==> src/rtl/pinball_game_sequencer.sv <==
// pinball_game_sequencer
// Frame-level game flow for the pinball datapath. Per-pixel overlap flags
// are collected into latches during a frame and qualified into at most one
// event per frame on startOfFrame (bottom beats flipper beats border).
// An FSM runs idle/launch/play/lost/over and maintains lives and a BCD score.
module pinball_game_sequencer #(
  parameter int LIVES         = 3,
  parameter int LAUNCH_FRAMES = 60,
  parameter int LOST_FRAMES   = 90,
  parameter int FLIP_COOLDOWN = 8
) (
  input  logic        clk,
  input  logic        resetN,
  input  logic        startOfFrame,
  input  logic        draw_smiley,
  input  logic        draw_boarders,
  input  logic        draw_bottom_boarder,
  input  logic        draw_flipper,
  input  logic        key_start,
  output logic        hitBorders,
  output logic        hitFlipper,
  output logic        freeze,
  output logic        ball_reset,
  output logic        game_over,
  output logic [2:0]  lives,
  output logic [15:0] score,
  output logic [2:0]  state
);

  typedef enum logic [2:0] {
    S_IDLE   = 3'd0,
    S_LAUNCH = 3'd1,
    S_PLAY   = 3'd2,
    S_LOST   = 3'd3,
    S_OVER   = 3'd4
  } state_t;

  localparam logic [2:0]  LIVES_INIT  = 3'(LIVES);
  localparam logic [15:0] LAUNCH_LAST = 16'(LAUNCH_FRAMES - 1);
  localparam logic [15:0] LOST_LAST   = 16'(LOST_FRAMES - 1);
  localparam logic [7:0]  COOL_INIT   = 8'(FLIP_COOLDOWN);

  // BCD increment with ripple carry; 9999 is a ceiling, never wraps.
  function automatic logic [15:0] bcd_inc(input logic [15:0] v);
    logic [15:0] res;
    logic        carry;
    res   = v;
    carry = 1'b1;
    if (v == 16'h9999) begin
      res = v;
    end else begin
      for (int d = 0; d < 4; d++) begin
        if (carry) begin
          if (v[4*d +: 4] == 4'd9) begin
            res[4*d +: 4] = 4'd0;
            carry         = 1'b1;
          end else begin
            res[4*d +: 4] = v[4*d +: 4] + 4'd1;
            carry         = 1'b0;
          end
        end else begin
          res[4*d +: 4] = v[4*d +: 4];
        end
      end
    end
    return res;
  endfunction

  state_t      r_state;
  state_t      w_state_next;
  logic        r_key_prev;
  logic        w_start;
  logic        w_play;
  logic        w_new_game;
  logic        w_ovl_bord;
  logic        w_ovl_flip;
  logic        w_ovl_bot;
  logic        r_lat_bord;
  logic        r_lat_flip;
  logic        r_lat_bot;
  logic        r_hit_bord;
  logic        r_hit_flip;
  logic        r_ev_bot;
  logic [15:0] r_frame_cnt;
  logic [7:0]  r_cooldown;
  logic [2:0]  r_lives;
  logic [15:0] r_score;
  logic        r_freeze;
  logic        r_ball_reset;
  logic        r_game_over;

  assign w_play     = (r_state == S_PLAY);
  assign w_start    = key_start & ~r_key_prev;
  assign w_new_game = w_start & ((r_state == S_IDLE) | (r_state == S_OVER));
  assign w_ovl_bord = draw_smiley & draw_boarders;
  assign w_ovl_flip = draw_smiley & draw_flipper;
  assign w_ovl_bot  = draw_smiley & draw_bottom_boarder;

  // Previous key sample; resets high so a key held through reset is not a start.
  always_ff @(posedge clk or negedge resetN) begin
    if (!resetN) begin
      r_key_prev <= 1'b1;
    end else begin
      r_key_prev <= key_start;
    end
  end

  // Per-frame collision latches; an overlap on the startOfFrame cycle seeds the new frame.
  always_ff @(posedge clk or negedge resetN) begin
    if (!resetN) begin
      r_lat_bord <= 1'b0;
      r_lat_flip <= 1'b0;
      r_lat_bot  <= 1'b0;
    end else if (!w_play) begin
      r_lat_bord <= 1'b0;
      r_lat_flip <= 1'b0;
      r_lat_bot  <= 1'b0;
    end else if (startOfFrame) begin
      r_lat_bord <= w_ovl_bord;
      r_lat_flip <= w_ovl_flip;
      r_lat_bot  <= w_ovl_bot;
    end else begin
      r_lat_bord <= r_lat_bord | w_ovl_bord;
      r_lat_flip <= r_lat_flip | w_ovl_flip;
      r_lat_bot  <= r_lat_bot  | w_ovl_bot;
    end
  end

  // Qualified one-cycle frame events with bottom > flipper > border priority.
  always_ff @(posedge clk or negedge resetN) begin
    if (!resetN) begin
      r_ev_bot   <= 1'b0;
      r_hit_flip <= 1'b0;
      r_hit_bord <= 1'b0;
    end else begin
      r_ev_bot   <= startOfFrame & w_play & r_lat_bot;
      r_hit_flip <= startOfFrame & w_play & r_lat_flip & ~r_lat_bot
                    & (r_cooldown == 8'd0);
      r_hit_bord <= startOfFrame & w_play & r_lat_bord & ~r_lat_flip & ~r_lat_bot;
    end
  end

  // Flipper cooldown: reload on a scored hit, otherwise count frames down to zero.
  always_ff @(posedge clk or negedge resetN) begin
    if (!resetN) begin
      r_cooldown <= 8'd0;
    end else if (r_hit_flip) begin
      r_cooldown <= COOL_INIT;
    end else if (startOfFrame && (r_cooldown != 8'd0)) begin
      r_cooldown <= r_cooldown - 8'd1;
    end else begin
      r_cooldown <= r_cooldown;
    end
  end

  // Game state register.
  always_ff @(posedge clk or negedge resetN) begin
    if (!resetN) begin
      r_state <= S_IDLE;
    end else begin
      r_state <= w_state_next;
    end
  end

  // Next-state logic for the game flow.
  always_comb begin
    w_state_next = r_state;
    case (r_state)
      S_IDLE: begin
        if (w_start) begin
          w_state_next = S_LAUNCH;
        end else begin
          w_state_next = S_IDLE;
        end
      end
      S_LAUNCH: begin
        if (startOfFrame && (r_frame_cnt == LAUNCH_LAST)) begin
          w_state_next = S_PLAY;
        end else begin
          w_state_next = S_LAUNCH;
        end
      end
      S_PLAY: begin
        if (r_ev_bot) begin
          w_state_next = S_LOST;
        end else begin
          w_state_next = S_PLAY;
        end
      end
      S_LOST: begin
        if (startOfFrame && (r_frame_cnt == LOST_LAST)) begin
          if (r_lives == 3'd0) begin
            w_state_next = S_OVER;
          end else begin
            w_state_next = S_LAUNCH;
          end
        end else begin
          w_state_next = S_LOST;
        end
      end
      S_OVER: begin
        if (w_start) begin
          w_state_next = S_LAUNCH;
        end else begin
          w_state_next = S_OVER;
        end
      end
      default: begin
        w_state_next = S_IDLE;
      end
    endcase
  end

  // Frame counter, restarted on every state change.
  always_ff @(posedge clk or negedge resetN) begin
    if (!resetN) begin
      r_frame_cnt <= 16'd0;
    end else if (w_state_next != r_state) begin
      r_frame_cnt <= 16'd0;
    end else if (startOfFrame) begin
      r_frame_cnt <= r_frame_cnt + 16'd1;
    end else begin
      r_frame_cnt <= r_frame_cnt;
    end
  end

  // Lives: reload on a new game, lose one (saturating) on a bottom event.
  always_ff @(posedge clk or negedge resetN) begin
    if (!resetN) begin
      r_lives <= LIVES_INIT;
    end else if (w_new_game) begin
      r_lives <= LIVES_INIT;
    end else if (r_ev_bot && w_play && (r_lives != 3'd0)) begin
      r_lives <= r_lives - 3'd1;
    end else begin
      r_lives <= r_lives;
    end
  end

  // Score: clear on a new game, BCD +1 on each scored flipper hit.
  always_ff @(posedge clk or negedge resetN) begin
    if (!resetN) begin
      r_score <= 16'h0000;
    end else if (w_new_game) begin
      r_score <= 16'h0000;
    end else if (r_hit_flip) begin
      r_score <= bcd_inc(r_score);
    end else begin
      r_score <= r_score;
    end
  end

  // State-decoded control outputs, registered alongside the state.
  always_ff @(posedge clk or negedge resetN) begin
    if (!resetN) begin
      r_freeze     <= 1'b1;
      r_ball_reset <= 1'b1;
      r_game_over  <= 1'b0;
    end else begin
      r_freeze     <= (w_state_next != S_PLAY);
      r_ball_reset <= (w_state_next == S_IDLE) | (w_state_next == S_LAUNCH)
                      | (w_state_next == S_OVER);
      r_game_over  <= (w_state_next == S_OVER);
    end
  end

  assign hitBorders = r_hit_bord;
  assign hitFlipper = r_hit_flip;
  assign freeze     = r_freeze;
  assign ball_reset = r_ball_reset;
  assign game_over  = r_game_over;
  assign lives      = r_lives;
  assign score      = r_score;
  assign state      = r_state;

endmodule

==> config.mk <==
export PLATFORM = sky130hd
export DESIGN_NAME = pinball_game_sequencer
export DESIGN_NICKNAME = d
export VERILOG_FILES = /design/src/rtl/pinball_game_sequencer.sv
export SDC_FILE = /design/constraint.sdc
export NUM_CORES = 1
export LEC_CHECK = 0
export BUFFER_PORTS_ARGS = -buffer_cell sky130_fd_sc_hd__buf_2
export CORE_MARGIN = 2
export CORE_UTILIZATION = 60
export CTS_BUF_LIST = sky130_fd_sc_hd__clkbuf_8
export CTS_CLUSTER_DIAMETER = 60
export DETAILED_ROUTE_END_ITERATION = 10
export GPL_TIMING_DRIVEN = 0
export PLACE_DENSITY = 0.82
export SKIP_CTS_REPAIR_TIMING = 1
export SLEW_MARGIN = 20
export SYNTH_ARGS = -nofsm -noshare
export SYNTH_HDL_FRONTEND = slang
export SYNTH_SLANG_ARGS = --single-unit
==> constraint.sdc <==
create_clock -name clk -period 3.8 [get_ports clk]
set_input_delay 0.19 -clock clk [delete_from_list [all_inputs] [get_ports clk]]
set_output_delay 0.19 -clock clk [all_outputs]
set_load 0.02 [all_outputs]
After elaboration in Yosys (flattened, before gate mapping)
Cells that the tools add are included.

storage, ports and cells
  register bits after elaboration = 56
  input bits = 8

operators by class
  reductions and logical operators = 22
  equality and inequality tests = 16
  bitwise logic cells = 22
  muxes and demuxes = 43
  add/subtract/negate cells = 7

operator list
  kind                   number
  $mux 16                5
  $mux 4                 7
  $mux 1                 22
  $add 16x1->16 const B  1
  $add 4x1->4 const B    4
  $eq 16x16->1 const B   1
  $eq 16x6->1 const B    1
  $eq 16x7->1 const B    1
  $eq 4x4->1 const B     4
  $mux 8                 2
  $mux 3                 5
  $pmux 3 s5             1
  $reduce_bool 2->1      7
  $and 1x1->1            13
  $logic_not 3->1        3
  $reduce_and 3->1       3
  $logic_not 8->1        1
  $reduce_bool 8->1      1
  $sub 8x1->8 const B    1
  $eq 3x1->1 const B     2
  $eq 3x2->1 const B     2
  $eq 3x3->1 const B     2
  $or 1x1->1             6
  $logic_and 1x1->1      5
  8 further kinds        10

Depth between registers and ports, before layout
  depth after elaboration = 17
  gate-level depth with buffers = 8
  mapped depth without buffers = 6

Worst setup path before layout
No wires, ideal clock.

  path type = register -> register
  start point = reg r_score[0] (netlist: score[0])
  end point = reg r_score[11] (netlist: score[11])
  data required time = 3701 ps
  period minus slack after synthesis = 1832 ps
  cell stages (with the launch flop) = 6
  library setup time = 99 ps
  slack = 1968 ps
  data arrival time = 1733 ps
  path through = dfrtp_1 > ha_1 > nand4b_1 > a211oi_2 > a41oi_1 > a311oi_1

between the ends
  word-level cells in the longest chain between the ends = 11
  elaborated cells on any way between the ends = 13

RTL lines
  what                          RTL line  RTL
  start: declaration            87        logic [15:0] r_score;
  start signal: assignment      247       r_score <= bcd_inc(r_score);
  start signal: assignment      249       r_score <= r_score;
  $eq 4x4->1                    54        if (v[4*d +: 4] == 4'd9) begin
  $mux 1                        54
  $mux 1                        49        if (v == 16'h9999) begin
  $mux 1                        246       end else if (r_hit_flip) begin
  $mux 1                        244       end else if (w_new_game) begin
  $mux 1                        53        if (carry) begin
  $mux 1                        49
  $mux 1                        246
  $mux 1                        244
  $reduce_bool 2->1 (no line)   --
  $reduce_and 3->1 (no line) *  --

Mark *: on every way between the ends. The rest lies on a longest branch, timed or not. The select of a mux whose other input is x is not followed.
A chain may end at the register's enable or synchronous reset.

Worst setup path in the final report
  start point = reg r_state[1] (netlist: state[1])
  end point = reg r_score[12] (netlist: score[12])

between the ends
  word-level cells in the longest chain between the ends = 5
  elaborated cells on any way between the ends = 9

RTL lines
  what                                                       RTL line  RTL
  start: declaration                                         69        state_t r_state;
  start signal: assignment                                   161       r_state <= w_state_next;
  $eq 3x3->1 or $logic_not 3->1 (tied branches)              94        assign w_new_game = w_start & ((r_state == S_IDLE) | (r_state == S_OVER));
  $or 1x1->1 *                                               94
  $and 1x1->1 *                                              94
  $ne 2x2->1 (no line) or $reduce_bool 2->1 (tied branches)  --
  $reduce_and 3->1 (no line)                                 --

Mark *: on every way between the ends. The rest lies on a longest branch, timed or not.

==> results.py <==
metrics = {
    "floorplan": {
        "fp.dieH_um": 74.92,
        "die_area_um2": 5613,
        "coreArea_um2": 4786,
        "die_w_um": 74.92,
        "initial_core_util": 0.6306,
        "io_pins": 35,
        "rows": 25,
    },
    "worst_setup_path": {
        "worstSetupPathType": "register to register",
        "cp_max_fo": 10,
        "end_kind": "register",
        "startpoint_type": "register",
        "rr_startpoint": "state[1]",
        "r2r_end": "score[12]",
        "required_ns": 3.98,
        "r2r_cells": 4,
        "arrival_ns": 2.33,
        "r2r_slack_ns": 1.65,
    },
    "logic_synthesis": {
        "synth_edf_count": 0,
        "yosysTopAreaCellShare": 0.4229,
        "ys_seq_area_frac": 0.4664,
        "synth_top_cell_by_area": "dfrtp_1",
        "netlist_area_um2": 3018,
        "synthCells": 307,
        "synth-seq-cells": 56,
        "ys_async_sr_fraction": 1.000,
        "synthTopCellsByArea": "dfrtp_1 (42%), ha_1 (5.8%), dfstp_2 (4.4%)",
        "synth_nets": 329,
        "post_synth.cell_area_avg_um2": 9.830,
        "ys_types": 52,
        "synthFlopType": "dfrtp_1",
        "yosys_warnings": 0,
    },
    "power_and_ir_drop": {
        "intPower_uw": 1264,
        "ir_drop_mv": 0.3200,
        "netSwitchingPower_uw": 946.9,
        "pwr-share-seq": 0.466,
        "p_clk_frac": 0.146,
        "powerDensity_nw_per_um2": 655.2,
        "comb_power_share": 0.388,
        "swShare": 0.4283,
        "static-leakage-power_uw": 0.001472,
    },
    "global_route": {
        "grt-ovfl-total": 0,
        "antenna_found_initial": 0,
        "track_usage": 0.2410,
        "grt_max_degree": 57,
        "grt_pass1_vias": 2255,
        "grt_pass1_wl_um": 10400,
    },
    "timing": {
        "tns_ns": 0,
        "hold_viol_final": 0,
        "hold_slack_ns": 0.1218,
        "min_period_ns": 2.145,
        "slew_headroom": 0.3281,
        "timing.final.crit_share": 0.5645,
        "grt_setup_unrepaired": "false",
        "skew_ns": 0.01017,
        "worst_slew_pin_slew_ns": 1.000,
        "drv_slew": 0,
        "finalSetupViolations": 0,
        "fmax_mhz": 466.1,
    },
    "clock_network": {
        "clock_latency_ns": 0.32,
        "cts_tree": "yes",
        "cts_made_buffers": 5,
        "cts_sinks": 56,
        "clk_pin_slew_ns": 0.10,
        "htreeDepth": 2,
        "root_buffer": "clkbuf_8",
        "cts.path.max_buffers": 2,
    },
    "min_path": {
        "worstHoldPathType": "primary input to register",
        "hold_start": "draw_flipper",
        "hold_end": "r_lat_flip",
        "min_path_cells": 3,
    },
    "route": {
        "post-route-drc-count": 0,
        "drt-wirelength-per-cell_um": 14.77,
        "ant_nets": 0,
        "routed_via_density": 5.851,
        "via_count": 2440,
        "dr.first_iter.drc_count": 143,
        "routed_wl_um": 6159,
        "drt-pass1-iter-count": 5,
    },
    "placement": {
        "gp_congestion": 0.8805,
        "portBuffers": 33,
        "hpwl_um": 4333,
    },
    "run": {
        "maxCapViolations": 0,
    },
    "layout": {
        "syn_to_final_growth_pct": 11.82,
        "final_common_cell": "dfrtp_1",
        "antennaDiodeCount": 0,
        "layout_common_cells": "dfrtp_1 (51), buf_2 (35), nor2_1 (28)",
        "nNetsFinal": 371,
        "drive_gt1_frac": 0.1657,
    },
    "run_status": {
        "status": "finished, final reports clean",
    },
}
==> power groups by stage <==
stage / Sequential, µW / Clock (µW) / Combinational [µW]
after detailed placement: 1030 / 0 / 854
after CTS: 1020 / 331 / 861
after global placement: 1020 / 0 / 821
after floorplan: 1110 / 0 / 503
after global routing: 1060 / 350 / 984
final: 1030 / 323 / 859
==> worst max-delay path, stage by stage (launching register included) <==
cell	delay, ns
dfrtp_1	0.38
clkbuf_1	0.20
nor3_1	0.85
clkbuf_1	0.47
nor2_1	0.10
==> layer usage <==
layer | track usage | wire length, µm
met5 | 0 | 0
met4 | 0.07738 | 67
met3 | 0.04819 | 232
met2 | 0.3928 | 2908
met1 | 0.3252 | 2950
==> area by class of cell <==
| cell class | count | area [µm²] |
|---|---|---|
| Multi-Input combinational cell | 226 | 1511 |
| Fill cell | 378 | 1411 |
| Sequential cell | 56 | 1408 |
| Timing Repair Buffer | 35 | 187.7 |
| Tap cell | 67 | 83.83 |
| Clock buffer | 5 | 68.82 |
| Inverter | 15 | 56.30 |
| Buffer | 10 | 42.54 |
| Clock inverter | 3 | 16.27 |
==> worst max-delay path by stage <==
stage                         from        endpoint  slack, ns  cells past startpoint
after floorplan           score[0]       score[11]       1.97                      5
after global placement    state[1]        score[1]       1.76                      4
after detailed placement  state[1]        score[5]       1.70                      4
after CTS                 state[1]       score[12]       1.68                      4
after global routing      state[1]  r_frame_cnt[8]       1.46                      5
final                     state[1]       score[12]       1.65                      4
==> logic make-up (layout without fill, tap and decap cells) <==
family,after synthesis,after routing,synth area share
muxes,6,6,0.02032
adders and majority gates,14,14,0.05804
DFF,56,56,0.4664
buffers and inverters,25,68,0.03275
xor gates and xnor gates,19,19,0.05514
AOI/OAI and AO/OA,53,53,0.1206
and+or+nand+nor,134,134,0.2467
==> Yosys cell counts, types with 3 or more instances <==
cell,count
ha_1,14
dfstp_2,5
dfrtp_1,51
nand2b_1,6
nand2_1,15
nand4_1,8
mux2i_1,5
xor2_1,4
o21ai_0,9
nor2_1,28
clkbuf_1,6
nor4b_1,5
and3b_1,3
a22oi_1,3
nand3_1,11
a21oi_1,16
or3_1,7
xnor2_1,15
buf_2,3
a21o_1,3
nor3_1,23
nor4_1,9
inv_1,15
nand3b_1,7
==> stage by stage <==
stage / worst slack [ns] / utilization / total power [µW] / cell area, µm² / std cells
finish: 1.655 / 0.7051 / 2211 / 3374 / 417
global route: 1.463 / 0.7051 / 2393 / 3374 / 417
CTS: 1.677 / 0.7009 / 2211 / 3354 / 415
detailed placement: 1.695 / 0.6831 / 1886 / 3269 / 407
global placement: 1.762 / 0.6826 / 1839 / 3267 / 407
floorplan: 1.968 / - / 1614 / 3018 / 307
==> flip-flops by register name, indices dropped and copies added, names as in the netlist <==
signal,cells
ball_reset,1
hitFlipper,1
lives,3
r_frame_cnt,16
r_lat_bord,1
r_lat_flip,1
r_cooldown,8
state,3
score,16
hitBorders,1
r_key_prev,1
r_lat_bot,1
r_ev_bot,1
freeze,1
game_over,1
(Power assumes the default switching activity.)
